### src/rtl/ascon_pkg.sv
// Shared Ascon types: state words, the 5-word permutation state and the round sequencer states.
package ascon_pkg;

   localparam int ASCON_MAX_ROUNDS = 12;

   typedef logic [63:0] ascon_word_t;
   typedef ascon_word_t [4:0] ascon_state_t;

   typedef enum logic [1:0] {
      IDLE = 2'd0,
      RUN  = 2'd1,
      DONE = 2'd2
   } asconp_ctrl_state_e;

endpackage

### src/rtl/asconp_round_ctrl.sv
// Round sequencer for a single-round Ascon-p datapath: owns the state register and round index.
// Optional completed-permutation counter (perm_count_o) is built when ASCONP_CTRL_PERF_CNT_EN is defined.
module asconp_round_ctrl
   import ascon_pkg::*;
#(
   parameter int MAX_ROUNDS = ASCON_MAX_ROUNDS
`ifdef ASCONP_CTRL_PERF_CNT_EN
   ,
   parameter int CNT_W = 32
`endif
) (
   input  logic        clk_i,
   input  logic        rst_n_i,
   input  logic        in_valid_i,
   output logic        in_ready_o,
   input  logic [3:0]  rounds_i,
   input  logic [63:0] x0_i,
   input  logic [63:0] x1_i,
   input  logic [63:0] x2_i,
   input  logic [63:0] x3_i,
   input  logic [63:0] x4_i,
   input  logic        flush_i,
   output logic        out_valid_o,
   input  logic        out_ready_i,
   output logic [63:0] x0_o,
   output logic [63:0] x1_o,
   output logic [63:0] x2_o,
   output logic [63:0] x3_o,
   output logic [63:0] x4_o,
   output logic [3:0]  perm_round_o,
   output logic [63:0] perm_x0_o,
   output logic [63:0] perm_x1_o,
   output logic [63:0] perm_x2_o,
   output logic [63:0] perm_x3_o,
   output logic [63:0] perm_x4_o,
   input  logic [63:0] perm_x0_i,
   input  logic [63:0] perm_x1_i,
   input  logic [63:0] perm_x2_i,
   input  logic [63:0] perm_x3_i,
   input  logic [63:0] perm_x4_i,
   output logic        busy_o
`ifdef ASCONP_CTRL_PERF_CNT_EN
   ,
   output logic [CNT_W-1:0] perm_count_o
`endif
);

   localparam logic [3:0] MAX_R  = 4'(MAX_ROUNDS);
   localparam logic [3:0] LAST_R = 4'(MAX_ROUNDS - 1);

   asconp_ctrl_state_e st_q, st_d;
   ascon_state_t       state_q, state_d;
   logic [3:0]         round_q, round_d;
   logic [3:0]         r_eff;
   ascon_state_t       in_state, perm_state;

   assign in_state   = {x4_i, x3_i, x2_i, x1_i, x0_i};
   assign perm_state = {perm_x4_i, perm_x3_i, perm_x2_i, perm_x1_i, perm_x0_i};

   // Oversized requests run the full permutation.
   assign r_eff = (rounds_i > MAX_R) ? MAX_R : rounds_i;

   always_ff @(posedge clk_i or negedge rst_n_i) begin
      if (!rst_n_i) begin
         st_q    <= IDLE;
         state_q <= '0;
         round_q <= '0;
      end else begin
         st_q    <= st_d;
         state_q <= state_d;
         round_q <= round_d;
      end
   end

   always_comb begin
      st_d    = st_q;
      state_d = state_q;
      round_d = round_q;
      if (flush_i) begin
         st_d    = IDLE;
         round_d = '0;
      end else begin
         case (st_q)
            IDLE: begin
               if (in_valid_i) begin
                  state_d = in_state;
                  if (r_eff == 4'd0) begin
                     st_d = DONE;
                  end else begin
                     round_d = MAX_R - r_eff;
                     st_d    = RUN;
                  end
               end
            end
            RUN: begin
               state_d = perm_state;
               // Park the index at 0 after the last round so it never exceeds MAX_ROUNDS-1.
               if (round_q == LAST_R) begin
                  round_d = '0;
                  st_d    = DONE;
               end else begin
                  round_d = round_q + 4'd1;
               end
            end
            DONE: begin
               if (out_ready_i) st_d = IDLE;
            end
            default: st_d = IDLE;
         endcase
      end
   end

   assign in_ready_o   = (st_q == IDLE);
   assign busy_o       = (st_q == RUN);
   assign out_valid_o  = (st_q == DONE);
   assign perm_round_o = (st_q == RUN) ? round_q : 4'd0;

   assign x0_o = state_q[0];
   assign x1_o = state_q[1];
   assign x2_o = state_q[2];
   assign x3_o = state_q[3];
   assign x4_o = state_q[4];

   assign perm_x0_o = state_q[0];
   assign perm_x1_o = state_q[1];
   assign perm_x2_o = state_q[2];
   assign perm_x3_o = state_q[3];
   assign perm_x4_o = state_q[4];

`ifdef ASCONP_CTRL_PERF_CNT_EN
   logic [CNT_W-1:0] perm_cnt_q;

   // A flushed handshake is not a completed permutation.
   always_ff @(posedge clk_i or negedge rst_n_i) begin
      if (!rst_n_i)
         perm_cnt_q <= '0;
      else if ((st_q == DONE) && out_ready_i && !flush_i)
         perm_cnt_q <= perm_cnt_q + 1'b1;
   end

   assign perm_count_o = perm_cnt_q;
`endif

endmodule

### config.mk
export PLATFORM = sky130hd
export DESIGN_NAME = asconp_round_ctrl
export DESIGN_NICKNAME = d
export VERILOG_FILES = /design/src/rtl/ascon_pkg.sv /design/src/rtl/asconp_round_ctrl.sv
export SDC_FILE = /design/constraint.sdc
export NUM_CORES = 1
export LEC_CHECK = 0
export CAP_MARGIN = 20
export CORE_AREA = 2 2 510 512
export DETAILED_ROUTE_END_ITERATION = 10
export DIE_AREA = 0 0 512 514
export PLACE_DENSITY = 0.3
export SLEW_MARGIN = 15
export SYNTH_ARGS = -nofsm -noshare
export SYNTH_HDL_FRONTEND = slang
export SYNTH_SLANG_ARGS = --single-unit
### constraint.sdc
create_clock -name clk_i -period 1.7 [get_ports clk_i]
set_input_delay 0.17 -clock clk_i [delete_from_list [all_inputs] [get_ports clk_i]]
set_output_delay 0.17 -clock clk_i [all_outputs]
set_load 0.02 [all_outputs]
== After elaboration in Yosys (flattened, before gate mapping) ==
Index checks and enable logic that the tools add are counted.
Storage, ports and cells
  bits in registers: 326
  input bits: 649
  output and inout port bits: 647
  word-level logic and storage cells: 41
Operators by class
  add/subtract/negate cells: 2
  $lt $le $gt $ge: 1
  eq/ne operators: 8
  mux-type cells: 15
  bitwise operators: 1
  reduce and logical (&&, ||, !) cells: 7
Operators with widths (number)
  case mux 320 bit (2 select lines): 1
  2-to-1 mux 320 bit: 1
  2-to-1 mux 4 bit: 6
  2-to-1 mux 2 bit: 5
  != test 3 x 2 -> 1 bit (second input constant): 3
  AND reduction 3 bit: 3
  case mux 4 bit (2 select lines): 1
  case mux 2 bit (3 select lines): 1
  adder 4 x 1 -> 4 bit (second input constant): 1
  equality test 4 bit (second input constant): 1
  > comparator 4 bit (second input constant): 1
  zero test 4 bit: 1
  subtractor 4 bit (first input constant): 1
  != test 3 bit (second input constant): 1
  nonzero test 3 bit: 1
  equality test 2 x 1 -> 1 bit (second input constant): 1
  equality test 2 bit (second input constant): 1
  zero test 2 bit: 1
  != test 2 bit (second input constant): 1
  nonzero test 2 bit: 1
  NOT 1 bit: 1

== Depth between registers and ports, before layout ==
Gate-level depths: netlist of the first run.
  word-level depth: 7
  gate-level depth with buffers: 9
  gate-level depth less buffers: 7

== Least setup slack after synthesis of the first run ==
No wires, ideal clock.
  path type: register -> register
  start: register st_q[1]
  end: register round_q[3]
  setup time: 0.127 ns
  arrival time: 1.543 ns
  data required time: 1.573 ns
  path slack: 0.030 ns
  cell stages (with the launch flop): 10
  path buffers: 4
  clock period less this slack: 1.670 ns
  cells stage by stage: dfrtp_1 > buf_6 > nand2b_1 > clkbuf_1 > buf_4 > buf_6 > inv_1 > o21ai_0 > o211ai_1 > a21oi_1
Between the ends
  longest elaborated chain between the ends: 3
  elaborated cells between the ends (all ways): 8
  those cells by class: eq/ne (3); mux (2); reduce/logical (3)
Ends and longest elaborated chain
  start, declared: line asconp_round_ctrl.sv:51  | asconp_ctrl_state_e st_q, st_d;
  start signal, assigned: line asconp_round_ctrl.sv:69  | st_q <= st_d;
  equality test 2 x 1 -> 1 bit *
  named net busy_o: line asconp_round_ctrl.sv:41  | output logic busy_o
  case mux 4 bit (2 select lines) or nonzero test 3 bit (tied branches)
  2-to-1 mux 4 bit or AND reduction 3 bit (tied branches)
  end signal, assigned: line asconp_round_ctrl.sv:71  | round_q <= round_d;
  end, declared: line asconp_round_ctrl.sv:53  | logic [3:0] round_q, round_d;
The timed path passes the listed nets; every way through them passes the cells marked *.
A chain may end at the register's enable or synchronous reset.

== Worst setup path after layout of the first run ==
  start: register st_q[0]
  end: register state_q, in the netlist perm_x0_o[38]
Between the ends
  longest elaborated chain between the ends: 3
  elaborated cells between the ends (all ways): 6
  those cells by class: eq/ne (2); mux (1); reduce/logical (3)
Ends and longest elaborated chain
  equality test 2 x 1 -> 1 bit or zero test 2 bit (tied branches): line asconp_round_ctrl.sv:83  | case (st_q)
  nonzero test 2 bit (no source line) or != test 2 bit (tied branches)
  AND reduction 3 bit (no source line)
  end signal, assigned: line asconp_round_ctrl.sv:70  | state_q <= state_d;
  end, declared: line asconp_round_ctrl.sv:52  | ascon_state_t state_q, state_d;
Several ways; a longest one is shown, not always the timed one.

==> results of run 1 <==
-- final cells by class --
type / count / area [um2] / area share
clock inverters: 15 / 130 / 0.00363
well taps: 3402 / 4260 / 0.119
inverters: 2 / 11.3 / 0.000314
multi-input cells: 1013 / 6460 / 0.180
diodes: 22 / 55.1 / 0.00153
clock buffers: 80 / 1550 / 0.0432
repair buffers: 1481 / 15200 / 0.423
flip-flops and latches: 326 / 8230 / 0.230
-- cells in the mapped netlist, types with 3 or more instances --
cell | number | area (um2)
nand2_1 | 328 | 1230
dfrtp_1 | 326 | 8160
buf_4 | 324 | 2430
mux2i_1 | 322 | 3220
o21ai_1 | 300 | 1500
buf_6 | 37 | 417
buf_2 | 34 | 170
o21ai_0 | 22 | 110
clkbuf_2 | 17 | 85.1
clkbuf_1 | 16 | 60.1
nor2_1 | 7 | 26.3
nand2b_1 | 5 | 31.3
and2_1 | 4 | 25.0
nor3_1 | 4 | 20.0
nor2b_1 | 3 | 18.8
-- power breakdown --
part	internal [W]	switching (W)	total, W
logic	0.00663	0.00904	0.0157
registers	0.00925	0.00203	0.0113
clock network	0.00638	0.00464	0.0110
total	0.0223	0.0157	0.0380
-- worst max-delay path: cells and delay by family (launching register included) --
family / cells / cell delay, ns
AOI/OAI and AO/OA: 1 / 0.06
buffers and inverters: 4 / 0.78
DFF: 1 / 0.43
and+or+nand+nor: 3 / 0.46
-- cell families (layout without fill, tap and decap cells) --
group,Yosys count,count (layout),synth area share
buffers and inverters,432,1578,0.180
and+or+nand+nor,355,355,0.0783
AOI/OAI and AO/OA,332,332,0.0952
DFF,326,326,0.461
muxes,323,323,0.183
adders and majority gates,2,2,0.00142
xor gates and xnor gates,1,1,0.000495
other,0,22,0
-- cell usage in the layout, fill, tap and decap left out, types with 22 or more instances in the layout --
cell	instances
clkdlybuf4s50_1	647
nand2_1	322
mux2i_1	311
o21ai_1	307
dfrtp_1	265
clkdlybuf4s15_2	223
dlygate4sd2_1	213
buf_4	169
clkdlybuf4s15_1	68
dfrtp_2	61
clkbuf_16	59
buf_2	53
buf_12	39
buf_6	28
buf_16	25
diode_2	22
-- registers in the layout, indices dropped and copies added (netlist names) --
| signal | flops |
|---|---|
| perm_x0_o | 64 |
| perm_x1_o | 64 |
| perm_x2_o | 64 |
| perm_x3_o | 64 |
| perm_x4_o | 64 |
| round_q | 4 |
| st_q | 2 |
-- worst paths after layout --
path	slack [ns]	endpoint
setup / recovery	-0.23	perm_x0_o[38]$_DFFE_PN0P_
hold / removal	0.11	perm_x2_o[54]$_DFFE_PN0P_
setup reg to reg	-0.23	perm_x0_o[38]$_DFFE_PN0P_
hold reg to reg	0.51	perm_x3_o[41]$_DFFE_PN0P_
max in group asynchronous	0.88	perm_x1_o[49]$_DFFE_PN0P_
min in group asynchronous	0.26	perm_x2_o[16]$_DFFE_PN0P_
-- per-layer routing --
| metal | global-route usage | up-vias | routed length (um) | part of all wire |
|---|---|---|---|---|
| met5 | 0 | - | 563 | 0.0035 |
| met2 | 0.177 | 1048 | 68200 | 0.42 |
| met1 | 0.146 | 8339 | 68400 | 0.42 |
| met3 | 0.0704 | 232 | 22300 | 0.14 |
| met4 | 0.0209 | 88 | 2880 | 0.018 |
| li1 | - | 7942 | - | - |
-- per-stage QoR --
step                      cell area [um2]  hold WS, ns  setup WS (ns)
after floorplan                     17700       -0.126         0.0303
after global placement              33100        0.108         -0.391
after detailed placement            33100        0.118         -0.392
after CTS                           35500      0.00222         -0.279
after global routing                35800       0.0663         -0.255
final                               35900        0.113         -0.228
-- repair_timing --
item | 4_1_cts | 5_1_grt
setup endpoints to repair | 699 | 334
setup buffers | 15 | 7
cloned | 17 | 5
hold buffers | 2 | 0
pin swaps | 3 | 2
endpoints found under the hold margin | 211 | 0
gates resized for setup | 1458 | 39
==> out/results.ini, run 1 <==
[clock_network]
clk_pin_slew_worst_paths_ns = 0.06
cts_sinks = 326
cts_tree = done
h-tree-depth = 2
numCtsBuffers = 52
clk_latency_ns = 0.69
clk_path_buf_depth = 3
cts_root_buffer = clkbuf_16

[worst_setup_path]
path_cells = buf_6 -> nor2_2 -> or3_4 -> buf_6 -> buf_16 -> bufbuf_16 -> nand2_1 -> o21ai_1
crit_arrival_ns = 2.46
crit_start = st_q[0]$_DFFE_PN0P_
worstSetupStartpointType = register
path_class = reg2reg
max_stage_delay_ns = 0.43
crit_top_cell = buf_6
crit_required_ns = 2.23
reg2reg_depth = 8
end_kind = register
slowest_stage = dfrtp_1
crit_fanout = 14
rr_startpoint = st_q[0]$_DFFE_PN0P_

[sta]
relSlewSlack = 0.768
period_minus_slack_ns = 1.93
max_clock_freq_mhz = 519
finalHoldViolations = 0
fin_crit_sh = 1.13
tightestPinTransition_ns = 0.339
finalWorstSetupSlack_ns = -0.228
maxSlewViolCount = 0
rsz0062_at_grt = true
skew_ns = 0.0336
fin_setup_tns_ns = -32.27
setup_viol = 281

[synth]
synth-edff-count = 0
synth_flop_cell = dfrtp_1
synth_seq_cells = 326
ys_async_sr_fraction = 1.00
netlist_area_um2 = 17700
synth_warnings = 0
syn_nets = 2422
yosysUniqueCellTypes = 32
avgSynthCellArea_um2 = 9.98
ys_seq_area_frac = 0.461
synthCells = 1771

[place]
placedCellCount = 6178
gp_congestion = 0.903
post-dp-hpwl_um = 136000
io_buffers = 1295

[drt]
drtIter0Drc = 821
antenna_left = 0
via_count = 17600
post_drt_wl_per_cell_um = 25.6
drt_first_pass_iters = 5
totalWireLength_um = 162000
drc = 0
vias_per_cell = 2.78

[floorplan]
start_util = 0.0685
coreArea_um2 = 258000
die_w_um = 512
die_area_um2 = 263000
rows = 187
dieHeight_um = 514
io_pins = 1296

[min_path]
worstHoldStart = perm_x2_i[54]
worstHoldPathCells = 3
hold_class = in2reg

[final_layout]
final_util = 0.139
stdcell_count = 6341
area_growth_pct = 103
nNetsFinal = 3527
drive_gt1_frac = 0.248
fillers = 29200

[global_route]
grt_pass1_vias = 18000
grtUsageTotal = 0.118
gr-total-overflow = 0
grt_start_max_net_pins = 50
antenna_found_initial = 115
grt_pass1_wl_um = 204000

[power]
p_leak_nw = 15.9
ir_worst_vdd_uv = 707
fin_total_pwr_w = 0.0380
power.density_nw_per_um2 = 1060

[run]
cap_viol_max_count = 0

[run_status]
status = finished with violations
failed_checks = negative setup slack

Note: power is estimated with default switching activity, not from simulation.
==> run 2, diff against run 1 <==
CORE_AREA = 4 4 498 500   (was 2 2 510 512)
DIE_AREA = 0 0 502 504   (was 0 0 512 514)
==> run 2 against run 1 <==
  * The run still ends with negative setup slack left
  * Core utilization rose by 0.42 points
  * Design area fell by 3.0%
  * Count of clock-buffer cells in the layout fell by 7
  * Routed wire length fell by 5.5%
  * Flip-flop and latch count did not move
  * Combinational power fell by 4%
  * Critical path depth fell by 2
  * Register-to-register slack improved by 0.12 ns
  * Total power fell by 2.5%
  * Hold slack improved by 0.047 ns
  * Largest cell class unchanged
==> out/results.ini, run 2 (synthesis results as in run 1) <==
[drt]
totalWireLength_um = 154000  ; -5.5%
post_drt_wl_per_cell_um = 25.2  ; -1.5%
drc = 0  ; unchanged
via_count = 17100  ; -3.3%
drtIter0Drc = 659  ; -20%
drt_first_pass_iters = 4  ; -1
vias_per_cell = 2.80  ; +0.76%
antenna_left = 0  ; unchanged

[worst_setup_path]
crit_arrival_ns = 2.36  ; -0.10 ns
regToRegEndpoint = perm_x2_o[18]$_DFFE_PN0P_
reg2reg_setup_slack_ns = -0.11  ; +0.12 ns
worstSetupStartpointType = register
path_class = reg2reg
rr_startpoint = st_q[1]$_DFFE_PN0P_
end_kind = register
reg2reg_depth = 6  ; -2
crit_required_ns = 2.25  ; +0.02 ns
crit_fanout = 18  ; +4

[sta]
maxSlewViolCount = 0  ; unchanged
fin_crit_sh = 1.06  ; -0.0725
tightestPinTransition_ns = 0.814  ; +0.475 ns
skew_ns = 0.0167  ; -0.0169 ns
rsz0062_at_grt = true
relSlewSlack = 0.456  ; -0.312
max_clock_freq_mhz = 554  ; +6.8%
fin_setup_tns_ns = -6.38  ; +25.89 ns
whs_ns = 0.160  ; +0.0470 ns
setup_viol = 157  ; -44%
period_minus_slack_ns = 1.81  ; -0.123 ns
finalHoldViolations = 0  ; unchanged
finalWorstSetupSlack_ns = -0.105  ; +0.123 ns

[clock_network]
clk_path_buf_depth = 3  ; unchanged
clk_pin_slew_worst_paths_ns = 0.06  ; about the same
cts_tree = done
cts_root_buffer = clkbuf_16
h-tree-depth = 2  ; unchanged
clk_latency_ns = 0.64  ; -0.05 ns
cts_sinks = 326  ; unchanged
numCtsBuffers = 49  ; -5.8%

[global_route]
grtUsageTotal = 0.117  ; -0.00181
antenna_found_initial = 77  ; -33%
gr-total-overflow = 0  ; unchanged
grt_pass1_vias = 18300  ; +1.4%
grt_pass1_wl_um = 196000  ; -3.8%
grt_start_max_net_pins = 36  ; -28%

[place]
gp_congestion = 0.867  ; -4.0%
post-dp-hpwl_um = 133000  ; -2.6%
io_buffers = 1295  ; unchanged
post_dp_cell_area_um2 = 32700  ; -1.2%

[final_layout]
mostFrequentLayoutCell = clkdlybuf4s50_1
nNetsFinal = 3494  ; -0.94%
final_util = 0.143  ; +0.00415
fillers = 27700  ; -5.2%
final_area_um2 = 34800  ; -3.0%
multiInputGateArea_um2 = 6480  ; +0.27%
drive_gt1_frac = 0.194  ; -0.0534
regArea_um2 = 8210  ; -0.27%
area_growth_pct = 96.8
final_cell_mix = clkdlybuf4s50_1, nand2_1, mux2i_1

[min_path]
worstHoldPathCells = 3  ; unchanged
holdPathEnd = perm_x2_o[9]$_DFFE_PN0P_
hold_class = in2reg
worstHoldStart = perm_x2_i[9]

[power]
ir_worst_vdd_uv = 632  ; -11%
p_leak_nw = 15.6  ; -1.6%
power.density_nw_per_um2 = 1060  ; +0.55%

[floorplan]
coreArea_um2 = 243000  ; -5.8%
rows = 181  ; -3.2%
io_pins = 1296  ; unchanged
die_area_um2 = 253000  ; -3.9%
start_util = 0.0728  ; +0.00425
dieHeight_um = 504  ; -1.9%
die_w_um = 502  ; -2.0%

[run_status]
status = finished with violations
failed_checks = negative setup slack

[run]
cap_viol_max_count = 0  ; unchanged

==> run 2: cell types whose count changed in the layout (fill, tap and decap cells not counted), sizes merged, moves of 3 or more <==
cell,change
diode,-18
clkdlybuf4s15,-35
buf,-76
bufinv,+3
clkbuf,-11
dlygate4sd2,+89
clkdlybuf4s18,-4
clkinvlp,-4
==> run 2: through the flow <==
step	setup WS, ns	power [W]	cells
2_1_floorplan	0.0303	0.0186	1771
3_3_place_gp	-0.267	0.0280	5972
3_5_place_dp	-0.244	0.0279	5972
4_1_cts	-0.190	0.0380	6075
5_1_grt	-0.183	0.0392	6083
6_report	-0.105	0.0370	6086
==> run 2: repair_timing <==
action                                  in CTS  in global routing
resized for setup                         1190                 42
hold buffers                                 2                  0
endpoints found under the hold margin      316                  0
gates cloned                                 5                  1
endpoints found under the setup margin     687                338
setup buffers                                8                  6
pin swaps                                    0                  0
==> run 2: worst max-delay path, cell delays in order (launching register included) <==
cell and delay, ns:
dfrtp_1 0.39, buf_4 0.14, or3_4 0.43, buf_16 0.18, buf_16 0.23, buf_4 0.13, o21ai_1 0.12
==> run 2: layout make-up <==
type | instances | share of cell area
Antenna cell | 4 | 0.000288
Clock inverter | 15 | 0.00525
Clock buffer | 73 | 0.0416
Sequential cell | 326 | 0.236
Tap cell | 3202 | 0.115
Multi-Input combinational cell | 1013 | 0.186
Timing Repair Buffer | 1451 | 0.415
Inverter | 2 | 0.000288
==> run 2: how the worst max path moves through the flow <==
stage | endpoint | slack, ns | startpoint | cells after the start
finish | perm_x2_o[18]$_DFFE_PN0P_ | -0.11 | st_q[1]$_DFFE_PN0P_ | 6
global route | perm_round_o[1] | -0.18 | st_q[1]$_DFFE_PN0P_ | 5
CTS | perm_round_o[1] | -0.19 | st_q[1]$_DFFE_PN0P_ | 5
detailed placement | perm_x2_o[18]$_DFFE_PN0P_ | -0.24 | in_valid_i | 7
global placement | perm_x2_o[20]$_DFFE_PN0P_ | -0.27 | in_valid_i | 7
floorplan | round_q[3]$_DFFE_PN0P_ | 0.03 | st_q[1]$_DFFE_PN0P_ | 9
==> run 2: where the power goes <==
group | switching [W] | leakage, nW | internal, W | total, W
registers | 0.00203 | 3.97 | 0.00923 | 0.0113
logic | 0.00878 | 10.8 | 0.00629 | 0.0151
clock network | 0.00426 | 0.810 | 0.00643 | 0.0107
total | 0.0151 | 15.6 | 0.0220 | 0.0370
==> run 2: routing by layer <==
metal | vias to the layer above | track usage | share of wire
met5 | - | 0 | 0.0026
met4 | 64 | 0.0199 | 0.017
met3 | 187 | 0.0686 | 0.14
met2 | 1001 | 0.181 | 0.43
met1 | 7972 | 0.140 | 0.41
li1 | 7844 | - | -
